--- config.mk ---
export PLATFORM = sky130hd
export DESIGN_NAME = imm_encoder
export DESIGN_NICKNAME = d
export VERILOG_FILES = /design/src/rtl/imm_encoder_pkg.sv /design/src/rtl/imm_encode_core.sv /design/src/rtl/imm_encoder.sv
export SDC_FILE = /design/constraint.sdc
export NUM_CORES = 1
export LEC_CHECK = 0
export ABC_AREA = 0
export BUFFER_PORTS_ARGS = -buffer_cell sky130_fd_sc_hd__buf_2
export CAP_MARGIN = 20
export CORE_MARGIN = 1
export CORE_UTILIZATION = 45
export CTS_CLUSTER_SIZE = 28
export DETAILED_ROUTE_END_ITERATION = 10
export PLACE_DENSITY = 0.67
export SYNTH_ARGS = -nofsm -noshare
export SYNTH_HDL_FRONTEND = slang
export SYNTH_SLANG_ARGS = --single-unit
--- constraint.sdc ---
create_clock -name clk -period 2.7 [get_ports clk]
set_input_delay 0.27 -clock clk [delete_from_list [all_inputs] [get_ports clk]]
set_output_delay 0.27 -clock clk [all_outputs]
set_load 0.005 [all_outputs]
--- src/rtl/imm_encoder_pkg.sv ---
// Shared immediate-format definitions: ImmSel encodings, err bit positions,
// buffered result layout and the sign-extension range helper.
package imm_encoder_pkg;

  localparam logic [2:0] IMM_I = 3'b000;
  localparam logic [2:0] IMM_J = 3'b001;
  localparam logic [2:0] IMM_S = 3'b010;
  localparam logic [2:0] IMM_U = 3'b011;
  localparam logic [2:0] IMM_B = 3'b100;

  // err = {bad_sel, misaligned, out_of_range}
  localparam int ERR_OOR = 0;
  localparam int ERR_MIS = 1;
  localparam int ERR_SEL = 2;

  typedef struct packed {
    logic [24:0] data;
    logic [2:0]  err;
  } imm_enc_t;

  // True when v[31:msb] are all equal, i.e. v is a sign extension of v[msb:0].
  function automatic logic fits(input logic [31:0] v, input int unsigned msb);
    logic [31:0] m;
    m = 32'hFFFF_FFFF << msb;
    return ((v & m) == m) || ((v & m) == 32'h0);
  endfunction

endpackage

--- src/rtl/imm_encode_core.sv ---
// Combinational immediate-to-instruction-field mapping with range and
// alignment checks. Truncated bits are still emitted when a flag is raised.
module imm_encode_core
  import imm_encoder_pkg::*;
(
  input  logic [31:0] imm,
  input  logic [2:0]  imm_sel,
  output logic [24:0] data_o,
  output logic [2:0]  err_o
);

  // Place immediate bits into instruction bits [31:7] per format, flag problems
  always_comb begin
    data_o = '0;
    err_o  = '0;
    case (imm_sel)
      IMM_I: begin
        data_o         = {imm[11], imm[10:0], 13'b0};
        err_o[ERR_OOR] = !fits(imm, 11);
      end
      IMM_J: begin
        data_o         = {imm[20], imm[10:1], imm[11], imm[19:12], 5'b0};
        err_o[ERR_OOR] = !fits(imm, 20);
        err_o[ERR_MIS] = imm[0];
      end
      IMM_S: begin
        data_o         = {imm[11], imm[10:5], 13'b0, imm[4:0]};
        err_o[ERR_OOR] = !fits(imm, 11);
      end
      IMM_U: begin
        data_o         = {imm[19:0], 5'b0};
        err_o[ERR_OOR] = !fits(imm, 19);
      end
      IMM_B: begin
        data_o         = {imm[12], imm[10:5], 13'b0, imm[4:1], imm[11]};
        err_o[ERR_OOR] = !fits(imm, 12);
        err_o[ERR_MIS] = imm[0];
      end
      default: err_o[ERR_SEL] = 1'b1;
    endcase
  end

endmodule

--- src/rtl/imm_encoder.sv ---
// Immediate encoder: encode core feeding a small result FIFO with
// valid/ready handshakes on both sides and a saturating flagged-request count.
module imm_encoder
  import imm_encoder_pkg::*;
#(
  parameter int FIFO_DEPTH = 2
) (
  input  logic        clk,
  input  logic        rst,
  input  logic        in_valid,
  output logic        in_ready,
  input  logic [31:0] imm,
  input  logic [2:0]  ImmSel,
  output logic        out_valid,
  input  logic        out_ready,
  output logic [24:0] dataOut,
  output logic [2:0]  err,
  output logic [7:0]  err_cnt,
  input  logic        err_clr
);

  localparam int            AW      = $clog2(FIFO_DEPTH);
  localparam logic [AW:0]   DEPTH_C = (AW+1)'(FIFO_DEPTH);
  localparam logic [AW:0]   CNT_ONE = (AW+1)'(1);
  localparam logic [AW-1:0] PTR_ONE = AW'(1);

  logic [24:0]   enc_data;
  logic [2:0]    enc_err;
  imm_enc_t      mem_q [FIFO_DEPTH];
  imm_enc_t      mem_d [FIFO_DEPTH];
  logic [AW-1:0] wr_ptr_q, wr_ptr_d, rd_ptr_q, rd_ptr_d;
  logic [AW:0]   cnt_q, cnt_d;
  logic          rdy_q;
  logic [7:0]    err_cnt_q, err_cnt_d;
  logic          accept, retire;

  imm_encode_core u_core (
    .imm     (imm),
    .imm_sel (ImmSel),
    .data_o  (enc_data),
    .err_o   (enc_err)
  );

  // rdy_q keeps in_ready low throughout reset and for the release cycle
  assign in_ready  = rdy_q && (cnt_q != DEPTH_C);
  assign out_valid = (cnt_q != '0);
  assign accept    = in_valid && in_ready;
  assign retire    = out_valid && out_ready;
  assign dataOut   = mem_q[rd_ptr_q].data;
  assign err       = mem_q[rd_ptr_q].err;
  assign err_cnt   = err_cnt_q;

  // FIFO next state: write at tail, pop at head, occupancy tracks the net change
  always_comb begin
    mem_d    = mem_q;
    wr_ptr_d = wr_ptr_q;
    rd_ptr_d = rd_ptr_q;
    cnt_d    = cnt_q;
    if (accept) begin
      mem_d[wr_ptr_q] = '{data: enc_data, err: enc_err};
      wr_ptr_d        = wr_ptr_q + PTR_ONE;
    end
    if (retire) rd_ptr_d = rd_ptr_q + PTR_ONE;
    if (accept && !retire)      cnt_d = cnt_q + CNT_ONE;
    else if (!accept && retire) cnt_d = cnt_q - CNT_ONE;
  end

  // Flagged-request counter: clear wins, otherwise saturating increment
  always_comb begin
    err_cnt_d = err_cnt_q;
    if (err_clr)
      err_cnt_d = '0;
    else if (accept && (enc_err != '0) && (err_cnt_q != 8'hFF))
      err_cnt_d = err_cnt_q + 8'd1;
  end

  // State registers; reset empties the buffer so nothing stale survives
  always_ff @(posedge clk or posedge rst) begin
    if (rst) begin
      for (int i = 0; i < FIFO_DEPTH; i++) mem_q[i] <= '0;
      wr_ptr_q  <= '0;
      rd_ptr_q  <= '0;
      cnt_q     <= '0;
      rdy_q     <= 1'b0;
      err_cnt_q <= '0;
    end else begin
      mem_q     <= mem_d;
      wr_ptr_q  <= wr_ptr_d;
      rd_ptr_q  <= rd_ptr_d;
      cnt_q     <= cnt_d;
      rdy_q     <= 1'b1;
      err_cnt_q <= err_cnt_d;
    end
  end

endmodule

* After elaboration in Yosys (flattened, before gate mapping)
Index checks and enable logic that the tools add are counted.
** Word-level totals
- Latch bits :: 0
- Memory bits (writable) :: 0
- Memories :: 0
- Flip-flop bits (word level) :: 69
- Memory bits (read-only) :: 0
- Input bits :: 40
- Output and inout port bits :: 38
- Word-level logic and storage cells :: 73
** Operators by class
- Reduce and logical (&&, ||, !) cells :: 30
- Multipliers :: 0
- Order comparisons :: 3
- Multiplexer cells :: 14
- Shifts and indexed selects :: 0
- Bitwise gates (word level) :: 2
- Add/subtract/negate cells :: 5
- Div/mod/pow operators :: 0
- Eq/ne operators :: 10
** Operators by type and width (number)
- zero test 32 bit :: 4
- one-hot mux 25 bit (5 select lines) :: 1
- two-way mux 28 bit :: 4
- bitwise mux 56 bit :: 1
- demux 28 bit (select 1 bit) :: 1
- equality test 21 bit, second input constant :: 1
- equality test 20 bit, second input constant :: 1
- two-way mux 8 bit :: 2
- equality test 13 bit, second input constant :: 1
- equality test 12 bit, second input constant :: 1
- adder 8 x 1 -> 8 bit, second input constant :: 1
- logical AND 1 bit :: 8
- inequality test 8 bit, second input constant :: 1
- equality test 3 x 2 -> 1 bit, second input constant :: 2
- zero test 1 bit :: 6
- nonzero test 2 bit :: 3
- OR reduction 5 bit :: 1
- greater-or-equal comparator 2 bit, second input constant :: 2
- logical OR 1 bit :: 4
- two-way mux 2 bit :: 2
- inverter 1 -> 2 bit :: 2
- one-hot mux 1 bit (4 select lines) :: 1
- OR reduction 2 bit :: 2
- equality test 3 x 1 -> 1 bit, second input constant :: 1
- 9 further kinds :: 11

* Logic depth before layout (Yosys ltp)
Gate-level depths: netlist of run 1.
- Depth after elaboration :: 9
- Mapped depth :: 9
- Gate-level depth less buffers :: 8

* By module
From an unflattened synthesis of run 1, not the netlist that was laid out.
** Unflattened totals
- Cell total of the unflattened synthesis :: 312
- Area total of the unflattened synthesis :: 3658.5 um^2
** By module, submodules not included
- imm_encoder :: cells each 221, area each 3094.2 um^2, instances 1, seq. area each 1726.7 um^2
- imm_encode_core :: cells each 91, area each 564.3 um^2, instances 1, seq. area each 0.0 um^2

* Worst setup path after synthesis of run 1
Ideal clock, no wire load.
- Path kind :: input-to-reg
- Start point :: in imm[23]
- End point :: reg err_cnt_q[4] (netlist: err_cnt[4])
- Arrival time :: 1.723 ns
- Path slack :: 0.850 ns
- Setup time :: 0.127 ns
- Required time :: 2.573 ns
- Buffers on the path :: 1
- Stages on the path :: 8
- Path through :: nor4_1 -> nand3_1 -> or2_1 -> a31oi_2 -> a31oi_2 -> buf_6 -> nand4_1 -> mux2_1
** On the way
- Word-level cells in the longest chain between the ends :: 8
- Elaborated cells between the ends (all ways) :: 21
- Classes of those cells :: eq/ne (4); mux (1); reduce/logical (16)
** Ends and longest elaborated chain
- from (decl) :: RTL line imm_encoder.sv:12 : input logic [31:0] imm,
- equality test 21 bit, or another cell as far along :: RTL line imm_encoder_pkg.sv:25 : return ((v & m) == m) || ((v & m) == 32'h0);
- logical OR 1 bit :: RTL line imm_encoder_pkg.sv:25
- zero test 1 bit, on equally long branches
- one-hot mux 1 bit (4 select lines) * :: RTL line imm_encode_core.sv:16 : case (imm_sel)
- nonzero test 3 bit * :: RTL line imm_encoder.sv:73 : else if (accept && (enc_err != '0) && (err_cnt_q != 8'hFF))
- logical AND 1 bit * (2 in series) :: RTL line imm_encoder.sv:73
- nonzero test 2 bit (no source line) *
- to (signal assigned) :: RTL line imm_encoder.sv:92 : err_cnt_q <= err_cnt_d;
- to (decl) :: RTL line imm_encoder.sv:34 : logic [7:0] err_cnt_q, err_cnt_d;
Mark *: on every way between the ends. The rest lies on a longest branch, timed or not.
A chain may end at the register's enable or synchronous reset.

* Worst setup path in the final report of run 1
- Start point :: reg err_cnt_q[2] (netlist: err_cnt[2])
- End point :: reg err_cnt_q[4] (netlist: err_cnt[4])
** On the way
- Word-level cells in the longest chain between the ends :: 3
- Elaborated cells between the ends (all ways) :: 6
- Classes of those cells :: add/sub (1); eq/ne (1); mux (2); reduce/logical (2)
** Ends and longest elaborated chain (RTL line)
- adder 8 x 1 -> 8 bit or inequality test 8 bit (tied branches) :: imm_encoder.sv:74, imm_encoder.sv:73
- two-way mux 8 bit or logical AND 1 bit (tied branches) :: imm_encoder.sv:73
- two-way mux 8 bit or nonzero test 2 bit (tied branches)
Parallel ways exist; a longest one is shown, timed or not. The select of a mux whose other input is x is not followed.

==> metrics.txt, run 1 <==
family with the most delay on the worst path=simple AND/OR/NAND/NOR gates; Synth Net Count=378; period utilization=between 80 and 90%; Critical Path Start Type=register; Top FF cell, synth=dfrtp_1; Leak Pwr=roughly 2.1 nW; worst skew pair latency=approximately 0.34 ns; Flop pwr share=a little over two fifths; Tot GR Track Use=~20%; Slew HR=about two fifths; Die Y-Extent=just over 90 µm; leading area contributor after synthesis=dfrtp_1; DRT Pass-1 Iters=4; Post-CTS Setup Inserts=0; first-pass GRT wire length=between 10000 and 15000 µm; nets=between 400 and 500; Critical Path Sink Type=register; CTS sink cnt=69; number of global-route vias before repair=about 2700; unrepaired setup endpoints after global routing=false; Combinational Power Share=33.6%; Synth Warn #=0; Slew @ Worst Pin=between 0.8 and 0.9 ns; CP Depth=7; post-route setup TNS=0 ns; Layout Area Growth over Synthesis=19.62%; PwrDens=902.5 nW/µm²; MaxCap Viol Count=0; Residual DRC=0; outcome=finished clean; Max FO, Critical Path=11; post-synthesis instance total=336; WL/cell=approximately 15 µm; crit path from=err_cnt[2]$_DFFE_PP0P_; critical path's slowest cell=a31oi_2; CP most frequent cell=and3_1; switching share of power=30.86%; Max Clock Freq=458.5 MHz; R2R setup slack=just over 0.5 ns; post-detail-place hpwl=around 5700 µm; Synth top area share=between 40% and 50%; CTS Buf Count=9; FP Rows=32; Avg Inst Size Synth=10.74 µm²; worst path bufs/invs=0; H-tree depth=3; Via density=~5.3; PnR worst setup slack=around 0.52 ns; r2r startpoint=err_cnt[2]$_DFFE_PP0P_; Final Hold Viols=0; chip width=around 92 µm; I/O Buffers=77; largest net degree at the start of global routing=43; gr ovfl total=0; Tmin final=between 2 and 2.5 ns; worst endpoint required time=between 2 and 3 ns; internal power contribution=between 2 and 3 mW; Die Area=around 8400 µm²; GP Congestion=about 0.8; Vias=roughly 2700; register area share after synthesis=between 40% and 50%; Final setup viols=0; worst-path cell chain=and3_1 -> and3_1 -> nand3_1 -> nand2_2 -> a31oi_2 -> nand4_1 -> mux2_1; ANT cells=0; Design Power=3.897 mW; FF-to-FF End=err_cnt[4]$_DFFE_PP0P_; Post-synth EDFFs=0; Reg2Reg Depth=7; worst setup path class=register to register; Slew Limit Fails=0; largest stage delay on the critical path=around 0.48 ns; synth unique cells=50; WL final=slightly below 8000 µm; flops & latches, synth=just under 70; clock slew at reported path FFs=0.08 ns; post-cts resize count=0; root buf cell=clkbuf_8; Hold WC Path Type=primary input to asynchronous set/reset pin; Setup WS pre-CTS=around 0.41 ns; DRT iter0 DRCs=between 100 and 150; CTS max path bufs=2; clock skew=between 0.01 and 0.015 ns; Arr. time, crit path=between 2 and 2.5 ns; I/O pin count=~80; Post-Syn Area=approximately 3600 µm²; layout cells sized above 1=slightly above 40%; top-count cell post-synth=dfrtp_1; post-route ant nets=0; Core Footprint=7727 µm²; Peak VDD IR=around 0.52 mV; top cells by count, synth=dfrtp_1, mux2_2, nand2_1, o21ai_0, nor2_1; initial antenna violation count=0; clock power share=approximately 24%; CTS tree=yes; Critical Path End=err_cnt[4]$_DFFE_PP0P_; cts hold-fix bufs=0; Sw Pwr=1.203 mW; FFs w/ async S/R, synth=100.0%; leading post-synthesis cells by cell area=dfrtp_1, mux2_2, nand2_1, o21ai_0, a22oi_1; Initial Util=between 40% and 50%
## stage by stage
step           area (µm²)  hold WS (ns)  utilization [%]  std cells
2_1_floorplan        3610        0.4231                -        336
3_3_place_gp         4090        0.4336            52.93        500
3_5_place_dp         4090        0.4416            52.93        500
4_1_cts              4318       0.06329            55.88        516
5_1_grt              4318        0.1021            55.88        516
6_report             4318       0.05169            55.88        516
## sequential cells by signal (all words and copies together) (netlist names)
name / count
rdy_q: 1
mem_q: 56
cnt_q: 2
err_cnt: 8
rd_ptr_q: 1
wr_ptr_q: 1
## per-layer routing
metal	track usage (%)	share of wire, %	vias to the layer above
met5	0	0	-
met3	4.104	4.7	7
li1	-	-	1346
met4	7.540	1.1	0
met1	27.08	46	1300
met2	31.70	48	59
## power groups by stage
stage          clock network, mW  logic (mW)  registers, mW
4_1_cts                    0.972        1.34           1.65
6_report                   0.944        1.31           1.64
5_1_grt                     1.02        1.46           1.70
3_3_place_gp                   0        1.31           1.64
2_1_floorplan                  0       0.930           1.56
3_5_place_dp                   0        1.33           1.67
## cell families after synthesis
group / synth area share, %
compound gates: 12.89
xor+xnor: 1.698
fa+ha+maj: 0.6931
buf+inv: 3.570
flops: 47.83
mux: 19.24
other cells: 0.1039
simple gates: 13.97
## worst reg2reg max path: cells and delay by family, from the launching register on
| kind | cells | cell delay, ns |
|---|---|---|
| and+or+nand+nor | 5 | 0.81 |
| AOI/OAI and AO/OA | 1 | 0.48 |
| DFF | 1 | 0.44 |
| muxes | 1 | 0.33 |
## cell type report
cell class | count | area [µm²]
sequential | 69 | 1727
fill | 705 | 3410
multi-input combinational | 239 | 1754
clock inverter | 7 | 103.9
timing repair buffer | 83 | 455.4
clock buffer | 9 | 123.9
tap | 102 | 127.6
inverter | 7 | 26.28
## placed cells by master (no fill, tap or decap), types with 8 or more instances in the layout
| cell type | count |
|---|---|
| mux2_2 | 56 |
| nand3_1 | 8 |
| o21ai_0 | 29 |
| nor2_1 | 12 |
| dfrtp_1 | 69 |
| clkbuf_8 | 9 |
| a21oi_1 | 9 |
| nand2_1 | 45 |
| buf_2 | 77 |
| a22oi_1 | 8 |
## worst min-delay path by stage
stage                 from               endpoint  slack (ns)  cells past startpoint
floorplan           imm[1]  mem_q[32]$_DFFE_PP0P_        0.42                      2
global placement       rst   mem_q[1]$_DFFE_PP0P_        0.43                      2
detailed placement     rst  mem_q[29]$_DFFE_PP0P_        0.44                      2
CTS                    rst   mem_q[9]$_DFFE_PP0P_        0.06                      2
global route           rst   mem_q[9]$_DFFE_PP0P_        0.10                      2
finish                 rst   mem_q[7]$_DFFE_PP0P_        0.05                      2
No activity file was read; power rests on OpenSTA's default activity.
==> run 2, diff against run 1 <==
--- a/config.mk
+++ b/config.mk
@@ -5,7 +5,7 @@
 export SDC_FILE = /design/constraint.sdc
 export NUM_CORES = 1
 export LEC_CHECK = 0
-export ABC_AREA = 0
+export ABC_AREA = 1
 export BUFFER_PORTS_ARGS = -buffer_cell sky130_fd_sc_hd__buf_2
 export CAP_MARGIN = 20
 export CORE_MARGIN = 1
==> constraint.sdc (replaced) <==
create_clock -name clk -period 2.2 [get_ports clk]
set_input_delay 0.22 -clock clk [delete_from_list [all_inputs] [get_ports clk]]
set_output_delay 0.22 -clock clk [all_outputs]
set_load 0.005 [all_outputs]
==> run 2 against run 1 <==
- flip-flop and latch count stayed put
- synthesized cell count is 39% higher
- critical path depth is 4 lower
- highest routed layer unchanged
- via count is 25% higher
- global-route usage is 2.5 points higher
==> metrics.txt, run 2 <==
outcome=finished clean (unchanged); most common cell after layout, fill and taps aside=nand2_1 (was buf_2); Critical Path Start Type=register (unchanged); Hold WC Path Type=primary input to register (was primary input to asynchronous set/reset pin); clock slew at reported path FFs=0.07 ns (was 0.08 ns); number of global-route vias before repair=3252 (was 2691); Via density=5.218 (was 5.256); Reg2Reg Depth=5 (was 7); Avg Inst Size Synth=8.178 µm² (was 10.74 µm²); ANT cells=0 (unchanged); Tot GR Track Use=22.58% (was 20.05%); gr ovfl total=0 (unchanged); FF-to-FF End=mem_q[7]$_DFFE_PP0P_ (was err_cnt[4]$_DFFE_PP0P_); CTS max path bufs=2 (unchanged); top cells by count, synth=nand2_1, dfrtp_1, inv_1, o21ai_0, nor2_1 (was dfrtp_1, mux2_2, nand2_1, o21ai_0, nor2_1); WL final=9219 µm (was 7766 µm); Synth top area share=45.31% (was 47.83%); Die Y-Extent=94.03 µm (was 91.57 µm); Biggest register=mem_q (unchanged); Synth Warn #=0 (unchanged); Final Hold Viols=0 (unchanged); r2r startpoint=cnt_q[0]$_DFFE_PP0P_ (was err_cnt[2]$_DFFE_PP0P_); post-cts resize count=0 (unchanged); Initial Util=46.38% (was 46.71%); Synth Net Count=508 (was 378); critical path's slowest cell=buf_4 (was a31oi_2); worst skew pair latency=0.35 ns (was 0.34 ns); FP Rows=33 (was 32); chip width=94.03 µm (was 91.57 µm); Peak VDD IR=0.3791 mV (was 0.5212 mV); CTS Buf Count=9 (unchanged); Hold Crit Start=out_ready; Post-Syn Area=3811 µm² (was 3610 µm²); CTS sink cnt=69 (unchanged); CTS tree=yes (unchanged); worst endpoint required time=1.98 ns (was 2.92 ns); Setup WS pre-CTS=0.4988 ns (was 0.4119 ns); Final setup viols=0 (unchanged); WL/cell=14.14 µm (was 15.05 µm); layout cells sized above 1=25.59% (was 40.82%); H-tree depth=3 (unchanged); Slew @ Worst Pin=0.5935 ns (was 0.8941 ns); number of flip-flops in the largest register=56 (unchanged); Hold EP=rd_ptr_q$_DFFE_PP0P_; leading area contributor after synthesis=dfrtp_1 (unchanged); PnR worst setup slack=0.4372 ns (was 0.5190 ns); worst setup path class=register to output port (was register to register); PwrDens=1047 nW/µm² (was 902.5 nW/µm²); largest net degree at the start of global routing=58 (was 43); clock skew=0.004379 ns (was 0.01360 ns); flops & latches, synth=69 (unchanged); commonest cells after routing, fill and taps aside=nand2_1, buf_2, dfrtp_1 (was buf_2, dfrtp_1, mux2_2); Hold Path Depth=3; leading post-synthesis cells by cell area=dfrtp_1, nand2_1, mux2_2, o21ai_0, inv_1 (was dfrtp_1, mux2_2, nand2_1, o21ai_0, a22oi_1); GP Congestion=0.8085 (was 0.7933); Residual DRC=0 (unchanged); root buf cell=clkbuf_8 (unchanged); Layout Area Growth over Synthesis=17.50% (was 19.62%); largest stage delay on the critical path=0.43 ns (was 0.48 ns); register area share after synthesis=45.31% (was 47.83%); Cell Count, Final, Fillers Out=652 (was 516); Slew HR=60.37% (was 40.39%); Fin Hold WS=0.1632 ns (was 0.05169 ns); FFs w/ async S/R, synth=100.0% (unchanged); unrepaired setup endpoints after global routing=false (unchanged); first-pass GRT wire length=15260 µm (was 13050 µm); Max FO, Critical Path=57 (was 11); I/O pin count=78 (unchanged); post-synthesis instance total=466 (was 336); initial antenna violation count=0 (unchanged); post-route setup TNS=0 ns (unchanged); period utilization=between 80% and 90%; Slew Limit Fails=0 (unchanged); R2R setup slack=0.49 ns (was 0.52 ns); Leak Pwr=2.297 nW (was 2.110 nW); Post-synth EDFFs=0 (unchanged); post-detail-place hpwl=6675 µm (was 5712 µm); I/O Buffers=77 (unchanged); synth unique cells=34 (was 50); MaxCap Viol Count=0 (unchanged); DRT iter0 DRCs=159 (was 133); top-count cell post-synth=nand2_1 (was dfrtp_1); Max Clock Freq=between 500 and 600 MHz; Top FF cell, synth=dfrtp_1 (unchanged); worst-path cell chain=buf_4 -> o21ai_0 -> buf_2 (was and3_1 -> and3_1 -> nand3_1 -> nand2_2 -> a31oi_2 -> nand4_1 -> mux2_1); nets=584 (was 451); Die Area=8842 µm² (was 8384 µm²); Vias=3402 (was 2712); Core Footprint=8217 µm² (was 7727 µm²); post-route ant nets=0 (unchanged); placed insts=635 (was 500); Arr. time, crit path=1.54 ns (was 2.40 ns); DRT Pass-1 Iters=5 (was 4); Critical Path Sink Type=output port (was register); Tmin final=around 1.8 ns
-- run 2: cell count changes in the layout (fill, tap and decap cells not counted), moves of 5 or more --
cell / before / now
a22o_1: 6 / 0
a22oi_1: 8 / 0
inv_1: 4 / 63
mux2_2: 56 / 27
nand2_1: 45 / 109
nand2b_1: 6 / 0
nand3_1: 8 / 19
nor2_1: 12 / 34
nor4_1: 5 / 0
o21ai_0: 29 / 56
o22ai_1: 2 / 20
xor2_1: 2 / 8
-- run 2: worst max-delay path by stage --
stage | start | end | slack [ns] | depth (start not counted)
finish | rd_ptr_q$_DFFE_PP0P_ | dataOut[13] | 0.44 | 3
global route | rd_ptr_q$_DFFE_PP0P_ | dataOut[0] | 0.27 | 4
CTS | rd_ptr_q$_DFFE_PP0P_ | err[1] | 0.42 | 4
detailed placement | cnt_q[0]$_DFFE_PP0P_ | mem_q[7]$_DFFE_PP0P_ | 0.50 | 5
global placement | cnt_q[0]$_DFFE_PP0P_ | mem_q[23]$_DFFE_PP0P_ | 0.56 | 5
floorplan | rst | cnt_q[0]$_DFFE_PP0P_ | 0.24 | 1
-- run 2: routing by layer --
metal | routed length, µm | global-route usage (%)
met5 | 0 | 0
met4 | 126 | 7.308
met3 | 529 | 6.068
met2 | 4485 | 37.59
met1 | 4078 | 28.36
-- run 2: through the flow --
stage | util (%) | cell area (µm²) | power, mW
global route | 54.50 | 4478 | 5.096
CTS | 54.50 | 4478 | 4.742
detailed placement | 52.06 | 4278 | 3.707
finish | 54.50 | 4478 | 4.689
floorplan | - | 3811 | 3.087
global placement | 52.06 | 4278 | 3.624
-- run 2: logic make-up after synthesis --
family | synth area share [%]
muxes | 7.978
xor gates and xnor gates | 2.298
buffers and inverters | 9.094
and+or+nand+nor | 21.47
DFF | 45.31
adders and majority gates | 0.6565
other | 0.09840
AOI/OAI and AO/OA | 13.10
-- run 2: area by class of cell --
cell class	instances	area [µm²]
fill	804	3739
inverter	67	251.5
multi-input combinational	313	1740
clock buffer	9	123.9
sequential	69	1727
timing repair buffer	82	437.9
tap	105	131.4
clock inverter	7	66.31
-- run 2: what timing repair did --
action,4_1_cts,5_1_grt
buffers inserted,0,0
setup endpoints to repair,0,0
hold buffers,1,0
hold endpoints to repair,26,0
-- run 2: critical path, delay by kind of cell (launching register included) --
kind,cells,cell delay (ns)
AO/OA/AOI/OAI,1,0.24
buffers and inverters,2,0.60
flip-flops,1,0.33
-- run 2: power by group --
| group | switching (mW) | internal, mW |
|---|---|---|
| clock | 0.504 | 0.517 |
| sequential | 0.206 | 1.77 |
| combinational | 0.959 | 0.732 |
| total | 1.67 | 3.02 |
==> run 3, diff against run 2 <==
--- a/config.mk
+++ b/config.mk
@@ -5,7 +5,7 @@
 export SDC_FILE = /design/constraint.sdc
 export NUM_CORES = 1
 export LEC_CHECK = 0
-export ABC_AREA = 1
+export ABC_AREA = 0
 export BUFFER_PORTS_ARGS = -buffer_cell sky130_fd_sc_hd__buf_2
 export CAP_MARGIN = 20
 export CORE_MARGIN = 1
==> constraint.sdc (replaced) <==
create_clock -name clk -period 1.7 [get_ports clk]
set_input_delay 0.17 -clock clk [delete_from_list [all_inputs] [get_ports clk]]
set_output_delay 0.17 -clock clk [all_outputs]
set_load 0.005 [all_outputs]
==> run 3 against run 2 <==
- first-iteration DRC count decreased by 35%
- global-route usage fell by 1.6 points
- flip-flop and latch count unchanged
- cell area is 5.4% higher
- die area shrank 5.2%
- worst setup slack got worse by 0.41 ns
- utilization rose by 6.6 points
- largest cell class unchanged
- largest power group unchanged
- highest routed layer unchanged
==> metrics.txt, run 3 (synthesized netlist as in run 1, its figures left out) <==
post-route cell area=4720 µm² (was 4478 µm²); layout cells sized above 1=48.47% (was 25.59%); WL final=8631 µm (was 9219 µm); Final setup viols=0 (unchanged); Die Area=8384 µm² (was 8842 µm²); worst skew pair latency=0.34 ns (was 0.35 ns); gr ovfl total=0 (unchanged); Critical Path Sink Type=register (was output port); first-pass GRT wire length=13680 µm (was 15260 µm); Via density=5.318 (was 5.218); Sw Pwr=1.959 mW (was 1.670 mW); Max Clock Freq=approximately 600 MHz; commonest cells after routing, fill and taps aside=buf_2, dfrtp_1, mux2_2 (was nand2_1, buf_2, dfrtp_1); Residual DRC=0 (unchanged); FP Rows=32 (was 33); Final Hold Viols=0 (unchanged); Initial Util=46.71% (was 46.38%); Max FO, Critical Path=8 (was 57); Slew @ Worst Pin=0.5324 ns (was 0.5935 ns); largest stage delay on the critical path=0.38 ns (was 0.43 ns); CP most frequent cell=and3_4; worst setup path class=register to register (was register to output port); nets=495 (was 584); Flop pwr share=40.9% (was 42.2%); initial antenna violation count=0 (unchanged); Hold WC Path Type=primary input to register (unchanged); Layout Area Growth over Synthesis=30.75% (was 17.50%); clock skew=0.009924 ns (was 0.004379 ns); worst endpoint required time=1.92 ns (was 1.98 ns); number of flip-flops in the largest register=56 (unchanged); Slew HR=64.43% (was 60.37%); ANT cells=0 (unchanged); Biggest register=mem_q (unchanged); most common cell after layout, fill and taps aside=buf_2 (was nand2_1); CTS max path bufs=2 (unchanged); CTS Buf Count=9 (unchanged); Core Footprint=7727 µm² (was 8217 µm²); DRT Pass-1 Iters=4 (was 5); CTS tree=yes (unchanged); Vias=2978 (was 3402); critical path's slowest cell=dfrtp_1 (was buf_4); Cell Count, Final, Fillers Out=560 (was 652); Slew Limit Fails=0 (unchanged); largest net degree at the start of global routing=44 (was 58); Design Power=6.201 mW (was 4.689 mW); MaxCap Viol Count=0 (unchanged); chip width=91.57 µm (was 94.03 µm); outcome=finished clean (unchanged); clock slew at reported path FFs=0.07 ns (about the same); Arr. time, crit path=1.89 ns (was 1.54 ns); worst-path cell chain=and3_4 -> and3_4 -> nand3_2 -> nand2_2 -> a31oi_2 -> buf_6 -> nand4_1 -> mux2_4 (was buf_4 -> o21ai_0 -> buf_2); I/O pin count=78 (unchanged); CTS sink cnt=69 (unchanged); Leak Pwr=2.339 nW (was 2.297 nW); post-route ant nets=0 (unchanged); clock power share=21.0% (was 21.8%); I/O Buffers=77 (unchanged); Fin Hold WS=0.1291 ns (was 0.1632 ns); number of global-route vias before repair=2847 (was 3252); WL/cell=15.41 µm (was 14.14 µm); Combinational Power Share=38.1% (was 36.1%); Die Y-Extent=91.57 µm (was 94.03 µm); switching share of power=31.60% (was 35.61%); post-detail-place hpwl=6038 µm (was 6675 µm); GP Congestion=0.8332 (was 0.8085); H-tree depth=3 (unchanged); placed insts=535 (was 635); Critical Path Start Type=register (unchanged); PwrDens=1314 nW/µm² (was 1047 nW/µm²); unrepaired setup endpoints after global routing=true (was false); dpl cell area=4392 µm² (was 4278 µm²); Peak VDD IR=0.7486 mV (was 0.3791 mV); Tot GR Track Use=20.96% (was 22.58%); DRT iter0 DRCs=104 (was 159); Tmin final=between 1.5 and 2 ns; root buf cell=clkbuf_8 (unchanged); period utilization=a little over nine tenths; internal power contribution=4.242 mW (was 3.019 mW); post-route setup TNS=0 ns (unchanged)
## run 3: changes by cell type in the layout (fill, tap and decap cells not counted), sizes merged, moves of 5 or more
cell    delta
buf       +44
nand2b     +6
o21ai     -29
nor2      -28
a22oi      +8
nand3     -11
inv       -60
a22o       +6
mux2      +32
nand2     -65
xor2       -6
nor4       +5
o22ai     -18
## run 3: path summary, 6_finish.rpt
check | from | end | slack, ns | depth (start not counted)
worst max-delay path | err_cnt[2]$_DFFE_PP0P_ | err_cnt[5]$_DFFE_PP0P_ | 0.03 | 8
worst max register to register | err_cnt[2]$_DFFE_PP0P_ | err_cnt[5]$_DFFE_PP0P_ | 0.03 | 8
min in group asynchronous | rst | mem_q[2]$_DFFE_PP0P_ | 0.42 | 3
max in group asynchronous | rst | mem_q[45]$_DFFE_PP0P_ | 0.73 | 4
worst min-delay path | err_clr | err_cnt[2]$_DFFE_PP0P_ | 0.13 | 2
worst min register to register | mem_q[1]$_DFFE_PP0P_ | mem_q[1]$_DFFE_PP0P_ | 0.48 | 2
## run 3: power groups by stage
stage / registers, mW / logic [mW] / clock network, mW
final: 2.53 / 2.37 / 1.30
after CTS: 2.54 / 2.35 / 1.33
after detailed placement: 2.57 / 2.32 / 0
after global placement: 2.52 / 2.28 / 0
after global routing: 2.61 / 2.60 / 1.41
after floorplan: 2.49 / 1.48 / 0
## run 3: cell type report
type,count,area (µm²)
fillers,661,3008
multi-input cells,239,1810
flip-flops and latches,69,1727
repair buffers,127,834.6
clock buffers,10,127.6
well taps,102,127.6
clock inverters,6,62.56
inverters,7,30.03
## run 3: per-layer routing
layer	vias up	global-route usage (%)	part of all wire, %
met5	-	0	0
met4	0	8.466	1.9
met3	20	3.434	3.3
met2	66	32.33	48
met1	1461	29.34	47
li1	1431	-	-
## run 3: through the flow
step	utilization (%)	setup slack (ns)
after global placement	56.83	-0.2240
after detailed placement	56.83	-0.3041
after floorplan	-	-0.04061
after CTS	59.83	0.007553
final	61.08	0.02985
after global routing	61.08	-0.02719
## run 3: worst max-delay path, delay by kind of cell, from the launching register on
kind	cells	cell delay (ns)
AND/OR/NAND/NOR	5	0.57
flip-flops	1	0.38
multiplexers	1	0.31
AO/OA/AOI/OAI	1	0.15
buffers and inverters	1	0.15
## run 3: repair_timing
action	4_1_cts	5_1_grt
setup endpoints to repair	4	35
gates cloned	0	1
gates resized for setup	4	7
hold buffers	1	0
endpoints found under the hold margin	21	0
setup buffers	2	5
pin swaps	2	5
